`config.mk`:
```
export PLATFORM = sky130hd
export DESIGN_NAME = cic_interpolator
export DESIGN_NICKNAME = d
export VERILOG_FILES = /design/src/rtl/cic_interpolator.sv
export SDC_FILE = /design/constraint.sdc
export NUM_CORES = 1
export LEC_CHECK = 0
export BUFFER_PORTS_ARGS = -buffer_cell sky130_fd_sc_hd__buf_2
export CAP_MARGIN = 0
export CORE_MARGIN = 3
export CORE_UTILIZATION = 29
export CTS_CLUSTER_SIZE = 40
export DETAILED_ROUTE_END_ITERATION = 10
export PLACE_DENSITY_LB_ADDON = 0.2
export SLEW_MARGIN = 10
export SYNTH_ARGS = -nofsm -noshare
export SYNTH_HDL_FRONTEND = slang
export SYNTH_SLANG_ARGS = --single-unit
```
`constraint.sdc`:
```
create_clock -name clk -period 8.3 [get_ports clk]
set_clock_uncertainty 0.1 [all_clocks]
set_input_delay 0.83 -clock clk [delete_from_list [all_inputs] [get_ports clk]]
set_output_delay 0.83 -clock clk [all_outputs]
set_load 0.01 [all_outputs]
```
`src/rtl/cic_interpolator.sv`:
```
// CIC interpolator: N comb stages at the input rate, zero-stuff by R, then N integrators at the output rate.
// Full-precision output; every internal value wraps modulo 2^ACC_WIDTH.
module cic_interpolator #(
    parameter int R          = 4,
    parameter int N          = 3,
    parameter int D          = 1,
    parameter int DATA_WIDTH = 12,
    localparam int ACC_WIDTH = DATA_WIDTH + N * $clog2(R * D)
) (
    input  logic                  clk,
    input  logic                  rst,
    input  logic [DATA_WIDTH-1:0] x,
    input  logic                  x_valid,
    output logic                  x_ready,
    output logic [ACC_WIDTH-1:0]  y,
    output logic                  y_valid,
    input  logic                  y_ready
);

    localparam int P_W = $clog2(R + 1);
    localparam logic [P_W-1:0] P_LOAD = P_W'(R);
    localparam logic [P_W-1:0] P_ONE  = P_W'(1);

    logic [ACC_WIDTH-1:0] dly_q   [N][D];
    logic [ACC_WIDTH-1:0] dly_d   [N][D];
    logic [ACC_WIDTH-1:0] hold_q, hold_d;
    logic [ACC_WIDTH-1:0] integ_q [N];
    logic [ACC_WIDTH-1:0] integ_d [N];
    logic [P_W-1:0]       phase_q, phase_d;
    logic                 accept, advance;
    logic [ACC_WIDTH-1:0] comb_v, stuff_u;

    // phase counts the output slots still owed for the sample in hold; 0 means idle.
    assign y_valid = (phase_q != '0);
    assign advance = y_valid && y_ready;
    assign x_ready = (phase_q == '0) || ((phase_q == P_ONE) && advance);
    assign accept  = x_valid && x_ready;
    assign y       = integ_q[N-1];
    assign stuff_u = (phase_q == P_LOAD) ? hold_q : '0;

    always_comb begin
        dly_d  = dly_q;
        hold_d = hold_q;
        comb_v = {{(ACC_WIDTH - DATA_WIDTH){x[DATA_WIDTH-1]}}, x};
        for (int k = 0; k < N; k++) begin
            if (accept) begin
                dly_d[k][0] = comb_v;
                for (int j = 1; j < D; j++) begin
                    dly_d[k][j] = dly_q[k][j-1];
                end
            end
            comb_v = comb_v - dly_q[k][D-1];
        end
        if (accept) begin
            hold_d = comb_v;
        end
    end

    always_comb begin
        phase_d = phase_q;
        if (accept) begin
            phase_d = P_LOAD;
        end else if (advance) begin
            phase_d = phase_q - P_ONE;
        end
    end

    // Every integrator reads pre-edge values, so the cascade adds one cycle per stage.
    always_comb begin
        integ_d = integ_q;
        if (advance) begin
            integ_d[0] = integ_q[0] + stuff_u;
            for (int k = 1; k < N; k++) begin
                integ_d[k] = integ_q[k] + integ_q[k-1];
            end
        end
    end

    always_ff @(posedge clk) begin
        if (rst) begin
            phase_q <= '0;
            hold_q  <= '0;
            for (int k = 0; k < N; k++) begin
                integ_q[k] <= '0;
                for (int j = 0; j < D; j++) begin
                    dly_q[k][j] <= '0;
                end
            end
        end else begin
            phase_q <= phase_d;
            hold_q  <= hold_d;
            integ_q <= integ_d;
            dly_q   <= dly_d;
        end
    end

endmodule
```
---- After elaboration in Yosys (flattened, before gate mapping) ----
Cells that the tools add are included.
storage, ports and cells
  register bits ........................... 123
  bits of input ports ..................... 16
  output and inout bits ................... 20
  logic and storage cells ................. 29
cells by class
  add/subtract/negate cells ............... 7
  equality and inequality tests ........... 2
  multiplexer cells ....................... 3
  reduce and logical (&&, ||, !) cells .... 8
operators by type and width
  kind                                                                 number
  18-bit adder                                                         3
  18-bit subtractor                                                    2
  18-bit 2-to-1 mux                                                    1
  12-bit by 12-bit subtractor with 13-bit output                       1
  3-bit 2-to-1 mux                                                     2
  3-bit by 1-bit == test with 1-bit output (second input constant)     1
  3-bit == test (second input constant)                                1
  1-bit logical AND                                                    3
  3-bit zero test                                                      1
  3-bit nonzero test                                                   1
  3-bit by 1-bit subtractor with 3-bit output (second input constant)  1
  2-bit nonzero test                                                   1
  2-bit OR reduction                                                   1
  1-bit logical OR                                                     1

---- Logic depth before layout (Yosys ltp) ----
Gate-level depths: netlist (run 1).
  depth in word-level cells ............... 6
  depth in mapped cells ................... 23
  depth with buffers taken out ............ 23

---- Worst setup path before layout (run 1) ----
Ideal clock, no wire load.
  path type ............................... input -> register
  start point ............................. in x[0]
  end point ............................... reg hold_q[16]
  setup time .............................. 0.117 ns
  arrival ................................. 4.800 ns
  required time ........................... 8.083 ns
  slack ................................... 3.283 ns
  cell stages on the path ................. 21
  buffers on the path ..................... 0
  path through ............................ inv_1 > ha_1 > inv_1 > fa_1 > a21oi_1 > o21ba_2 > nand2_1 > xor2_1 > ha_1 > a21oi_1 > nand2b_1 > o311ai_2 > nand2_1 > a31oi_1 > xnor2_1 > ha_1 > and4_1 > a31oi_1 > a21oi_1 > or3_1 > a32o_1
on the way
  word-level cells in the longest chain between the ends .. 3
RTL lines
  element                                         line  source
  from (decl)                                     12    input logic [DATA_WIDTH-1:0] x,
  12-bit by 12-bit subtractor with 13-bit output  52    comb_v = comb_v - dly_q[k][D-1];
  18-bit subtractor (2 in series)                 52
  to (signal assigned)                            91    hold_q <= hold_d;
  to (decl)                                       26    logic [ACC_WIDTH-1:0] hold_q, hold_d;
Every way passes these cells.
A chain may end at the register's enable or synchronous reset.

---- Worst setup path after layout (run 1) ----
Ends and elaborated chain as after synthesis.

==> flow_summary.ini, run 1 <==
[grt]
grt_util_met1 = 0.159
grt_use_met2 = 0.215
grt.busiest_layer = met2
grt.total_usage = 0.125
grt_pass1_wl_um = 34800
gr-total-overflow = 0
antenna_found_initial = 0
grt_max_degree = 72
use_met3 = 0.0250
first_global_vias = 7364

[cts]
post-cts-setup-buffers = 0
htreeDepth = 4
hold_buffers = 0
post_cts_resize_count = 0
cts.path.max_buffers = 2
cts_buffers = 17
cts_sinks = 118
cts_tree = built
insertion_delay_ps = 420
root_buffer = clkbuf_16
clk_pin_slew_worst_paths_ps = 60

[synth]
ys_ff_latch = 118
synthesis.nets = 1249
postSynthCellCount = 1131
seq_area_frac_synth = 0.268
async_flop_share = 0
synth_edf_count = 0
netlist.area_leader.share = 0.268
ys_warn_count = 0
synth_top_area_cell = dfxtp_1
syn-cell-area_um2 = 8830
synthTopCellsByArea = dfxtp_1 (27%), ha_1 (14%), a21oi_1 (6.8%)
avgSynthCellArea_um2 = 7.81
synthFlopType = dfxtp_1
synth_cell_types = 72

[timing]
finalCriticalPeriod_ps = 5230
hold_viol = 0
rsz0062_at_grt = false
finalHoldWorstSlack_ps = 346
tightestPinTransition_ps = 857
finalCritPeriodShare = 0.631
finalSetupViolations = 0
fmax_mhz = 191
tns_ps = 0
slew_viol_final = 0
worst_slack_ps = 3070
worst_slew_margin_rel = 0.426

[layout]
final_util = 0.331
drive_gt1_frac = 0.0850
stdcell_area_um2 = 9870
syn_to_final_growth_pct = 11.8
diodes = 0
nNetsFinal = 1247
final_common_cell = nand2_1
final_cells = 1531
fill_cells = 3173
final_cell_mix = nand2_1 (148), a21oi_1 (120), dfxtp_1 (118), ha_1 (96), nor2_1 (78)

[die]
die_width_um = 180
start_util = 0.296
core_um2 = 29800
pin_count = 36
fp-row-count = 63
die-area_um2 = 32600
die_h_um = 180

[setup_path]
timing.rr.start = dly_q[36]
max_stage_delay_ps = 390
r2r_end = hold_q[16]
startpoint_type = input pin
critPathLaunch = x[0]
r2r_slack_ps = 3300
critPathArrivalTime_ps = 5450
path_max_fanout = 5
worstSetupEndpointType = register
cp_slowest_cell = fa_1
critPathKind = in2reg
r2r_cells = 20
worstPathCellList = buf_2 > inv_1 > ha_1 > inv_1 > fa_1 > a21oi_1 > o21ba_2 > nand2_1 > xor2_1 > ha_1 > a21oi_1 > nand2b_1 > o311ai_2 > nand2_1 > a31oi_1 > xnor2_1 > ha_1 > and4_1 > a31oi_1 > a21oi_1 > or3_1 > a32o_1
cp_data_required_time_ps = 8510

[power]
leakagePower_nw = 4.11
power_density_nw_per_um2 = 411
power_mw = 4.06
max-vdd-ir-drop_mv = 0.285

[drt]
num_vias = 7406
drt-pass1-iter-count = 5
postRouteAntennaNets = 0
route.detailed.drc = 0
drt-initial-drc-count = 242
drt_wl_total_um = 19800
wl_per_cell_um = 12.9
viasPerCell = 4.84

[placement]
place_area_um2 = 9240
post-place-ws_ps = 2670
io_buffers = 35
dp_cells = 1500
gp_congestion = 0.842
post-dp-hpwl_um = 14000

[worst_hold_path]
min_path_cells = 2
min_to = hold_q[6]
hp-start = hold_q[6]
hold_class = reg2reg

[run_status]
outcome = finished clean

[job]
cap_violations = 0
[layout make-up]
cell class	instances	area, um2	share of cell area
flip-flops and latches	118	2360	0.239
clock inverters	9	148	0.0150
repair buffers	41	223	0.0226
inverters	72	270	0.0274
well taps	390	488	0.0494
clock buffers	22	484	0.0491
multi-input cells	879	5890	0.597
[cell usage after synthesis (6+ instances only)]
| master | n |
|---|---|
| clkbuf_1 | 35 |
| nand2_1 | 149 |
| a211o_1 | 7 |
| o211ai_1 | 9 |
| and4_1 | 6 |
| a31oi_1 | 10 |
| nand3b_1 | 13 |
| nor2_1 | 78 |
| o21ai_0 | 42 |
| inv_1 | 72 |
| nand2b_1 | 13 |
| buf_2 | 7 |
| a21o_1 | 18 |
| and2_1 | 10 |
| nor3_1 | 19 |
| or3_1 | 10 |
| o21bai_1 | 6 |
| xor2_1 | 20 |
| nand3_1 | 20 |
| a211oi_1 | 33 |
| a21oi_1 | 120 |
| fa_1 | 6 |
| nand4_1 | 6 |
| ha_1 | 96 |
| nor2b_1 | 17 |
| dfxtp_1 | 118 |
| o21a_1 | 20 |
| and3_1 | 24 |
| o31ai_1 | 9 |
| buf_4 | 18 |
| xnor2_1 | 34 |
[kinds of logic after synthesis]
kind of cell    share of synthesized area
compound gates                      0.241
xor+xnor                           0.0561
fa+ha+maj                           0.150
buf+inv                            0.0656
flops                               0.268
mux                               0.00709
simple gates                        0.213
[critical path, delay by kind of cell]
family / cells / cell delay (ps)
xor gates and xnor gates: 2 / 360
and+or+nand+nor: 5 / 940
buffers and inverters: 3 / 210
adders and majority gates: 4 / 1150
AOI/OAI and AO/OA: 8 / 1950
[worst max-delay path by stage]
stage / endpoint / slack (ps) / depth (start not counted)
floorplan: hold_q[16] / 3280 / 21
global placement: hold_q[16] / 2770 / 22
detailed placement: hold_q[16] / 2670 / 22
CTS: hold_q[16] / 3130 / 22
global route: hold_q[16] / 2670 / 22
finish: hold_q[16] / 3070 / 22
[sequential cells by signal, summed over array words and instances (netlist names)]
| name | count |
|---|---|
| dly_q | 43 |
| hold_q | 18 |
| integ_q | 36 |
| phase_q | 3 |
| y | 18 |
[power by group]
group / internal [mW] / total (mW) / switching, mW
sequential: 0.698 / 0.773 / 0.0746
clock: 0.530 / 0.800 / 0.270
combinational: 1.06 / 2.49 / 1.43
[layer usage]
metal | share of wire | routed length [um]
met5 | 0 | 0
met4 | 0.014 | 284
met3 | 0.030 | 585
met2 | 0.46 | 9090
met1 | 0.50 | 9790
(Power assumes the default switching activity.)
==> inputs of run 2 (changes only) <==
ABC_AREA = 1   (was not set)
clock period = 4.7 ns   (was 8.3 ns; I/O delays follow)
==> flow_summary.ini, run 2 <==
[drt]
route.detailed.drc = 0
drt-pass1-iter-count = 5
num_vias = 8707
viasPerCell = 4.68
drt_wl_total_um = 24900
drt-initial-drc-count = 383
wl_per_cell_um = 13.4
postRouteAntennaNets = 0

[setup_path]
critPathLaunch = dly_q[36]
path_max_fanout = 5
critPathKind = reg2reg
critPathArrivalTime_ps = 4480
startpoint_type = register
cp_data_required_time_ps = 4920
worstSetupEndpointType = register
timing.rr.start = dly_q[36]

[power]
leakagePower_nw = 5.16
power_density_nw_per_um2 = 819
p_sw_frac = 0.506
p_int_mw = 4.21
p_sw_mw = 4.32
max-vdd-ir-drop_mv = 0.317
pwr-share-clk = 0.159
p_seq_frac = 0.182
pwr-share-comb = 0.659

[grt]
grt_max_degree = 53
grt.total_usage = 0.151
gr-total-overflow = 0
grt_pass1_wl_um = 42200
antenna_found_initial = 0
first_global_vias = 8580

[layout]
final_util = 0.329
top_regs = dly_q: 43 flops, integ_q: 36 flops
stdcell_area_um2 = 10400
nNetsFinal = 1566
final_cell_mix = nand2_1 (304), inv_1 (211), nor2_1 (176), dfxtp_1 (118), a21oi_1 (100)
top_register = dly_q
diodes = 0
final_common_cell = nand2_1
drive_gt1_frac = 0.0842
syn_to_final_growth_pct = 11.6
largest_reg_flops = 43

[cts]
root_buffer = clkbuf_16
insertion_delay_ps = 430
cts.path.max_buffers = 2
cts_sinks = 118
clk_pin_slew_worst_paths_ps = 60
cts_buffers = 17
htreeDepth = 4
cts_tree = built

[timing]
finalHoldWorstSlack_ps = 164
finalSetupViolations = 0
finalCriticalPeriod_ps = 4260
tightestPinTransition_ps = 987
finalCritPeriodShare = 0.907
tns_ps = 0
worst_slew_margin_rel = 0.341
worst_slack_ps = 437
rsz0062_at_grt = false
slew_viol_final = 0
fmax_mhz = 235
hold_viol = 0

[placement]
place_area_um2 = 9790
post-place-ws_ps = 67.1
post-dp-hpwl_um = 19000
gp_congestion = 0.831
io_buffers = 35

[synth]
synthFlopType = dfxtp_1
avgSynthCellArea_um2 = 6.52
netlist.area_leader.share = 0.253
ys_ff_latch = 118
synthesis.nets = 1551
synth_top_area_cell = dfxtp_1
synth_common_cells = nand2_1 (304), inv_1 (211), nor2_1 (176)
synth_cell_types = 46
postSynthCellCount = 1433
ys_warn_count = 0
async_flop_share = 0
seq_area_frac_synth = 0.253
synthTopCellsByArea = dfxtp_1 (25%), ha_1 (13%), nand2_1 (12%)
synth.most_common_cell = nand2_1
syn-cell-area_um2 = 9340
synth_edf_count = 0

[die]
core_um2 = 31600
die_width_um = 185
fp-row-count = 65
die_h_um = 185
start_util = 0.295
die-area_um2 = 34400
pin_count = 36

[run_status]
outcome = finished clean

[job]
cap_violations = 0

[worst_hold_path]
hp-start = x[11]
hold_class = in2reg
run 2: critical path: stages (launching register included):
cell	delay, ps
dfxtp_1	330
ha_1	210
inv_1	100
fa_1	400
nand3_1	90
nand2_1	120
nand2_1	80
nand2_1	80
a21oi_1	170
xor2_1	210
inv_1	70
ha_2	370
nand2_1	90
nor2_1	140
and2_1	130
nand2_1	60
nand3_2	120
nand2_2	90
ha_2	380
nand2_1	120
nor3_2	220
nand3_1	100
nand3_1	140
nand3_1	90
nand3_1	80
nand2_1	50
run 2: path summary, 6_finish.rpt:
| check | endpoint | slack [ps] | cells after the start |
|---|---|---|---|
| hold / removal | dly_q[47] | 160 | 3 |
| setup reg to reg | hold_q[17] | 440 | 25 |
| hold reg to reg | hold_q[10] | 360 | 2 |
| setup / recovery | hold_q[17] | 440 | 25 |
run 2: area by class of cell:
cell class | instances | area (um2)
clock buffer | 18 | 439
clock inverter | 13 | 156
fill | 3494 | 21200
inverter | 219 | 822
multi-input combinational | 1049 | 5890
sequential | 118 | 2360
tap | 402 | 503
timing repair buffer | 43 | 248
run 2: per-layer routing:
metal	up-vias	track usage	routed length [um]
met4	0	0.0423	404
met2	84	0.278	12500
met3	25	0.0263	543
li1	4656	-	-
met1	3942	0.181	11500
met5	-	0	0
run 2: cells by family (layout without fill, tap and decap cells):
| logic type | Yosys count | in the layout | synth area share |
|---|---|---|---|
| flip-flops | 118 | 118 | 0.253 |
| AO/OA/AOI/OAI | 276 | 276 | 0.163 |
| XOR/XNOR | 47 | 47 | 0.0449 |
| buffers and inverters | 266 | 293 | 0.119 |
| adder cells (fa/ha/maj) | 102 | 102 | 0.141 |
| AND/OR/NAND/NOR | 624 | 624 | 0.279 |
run 2: what timing repair did:
item | 4_1_cts | 5_1_grt
endpoints found under the setup margin | 0 | 4
setup buffers | 0 | 2
hold buffers | 0 | 0
gates resized for setup | 0 | 7
run 2: power groups by stage:
stage	Sequential (mW)	Combinational, mW	Clock, mW
2_1_floorplan	1.48	4.39	0
3_3_place_gp	1.58	5.53	0
3_5_place_dp	1.58	5.53	0
4_1_cts	1.56	5.56	1.40
5_1_grt	1.59	6.52	1.45
6_report	1.55	5.62	1.36
run 2: stage by stage:
step	power [mW]	std cells
4_1_cts	8.52	1860
3_3_place_gp	7.10	1829
3_5_place_dp	7.11	1829
2_1_floorplan	5.87	1433
5_1_grt	9.56	1862
6_report	8.53	1862
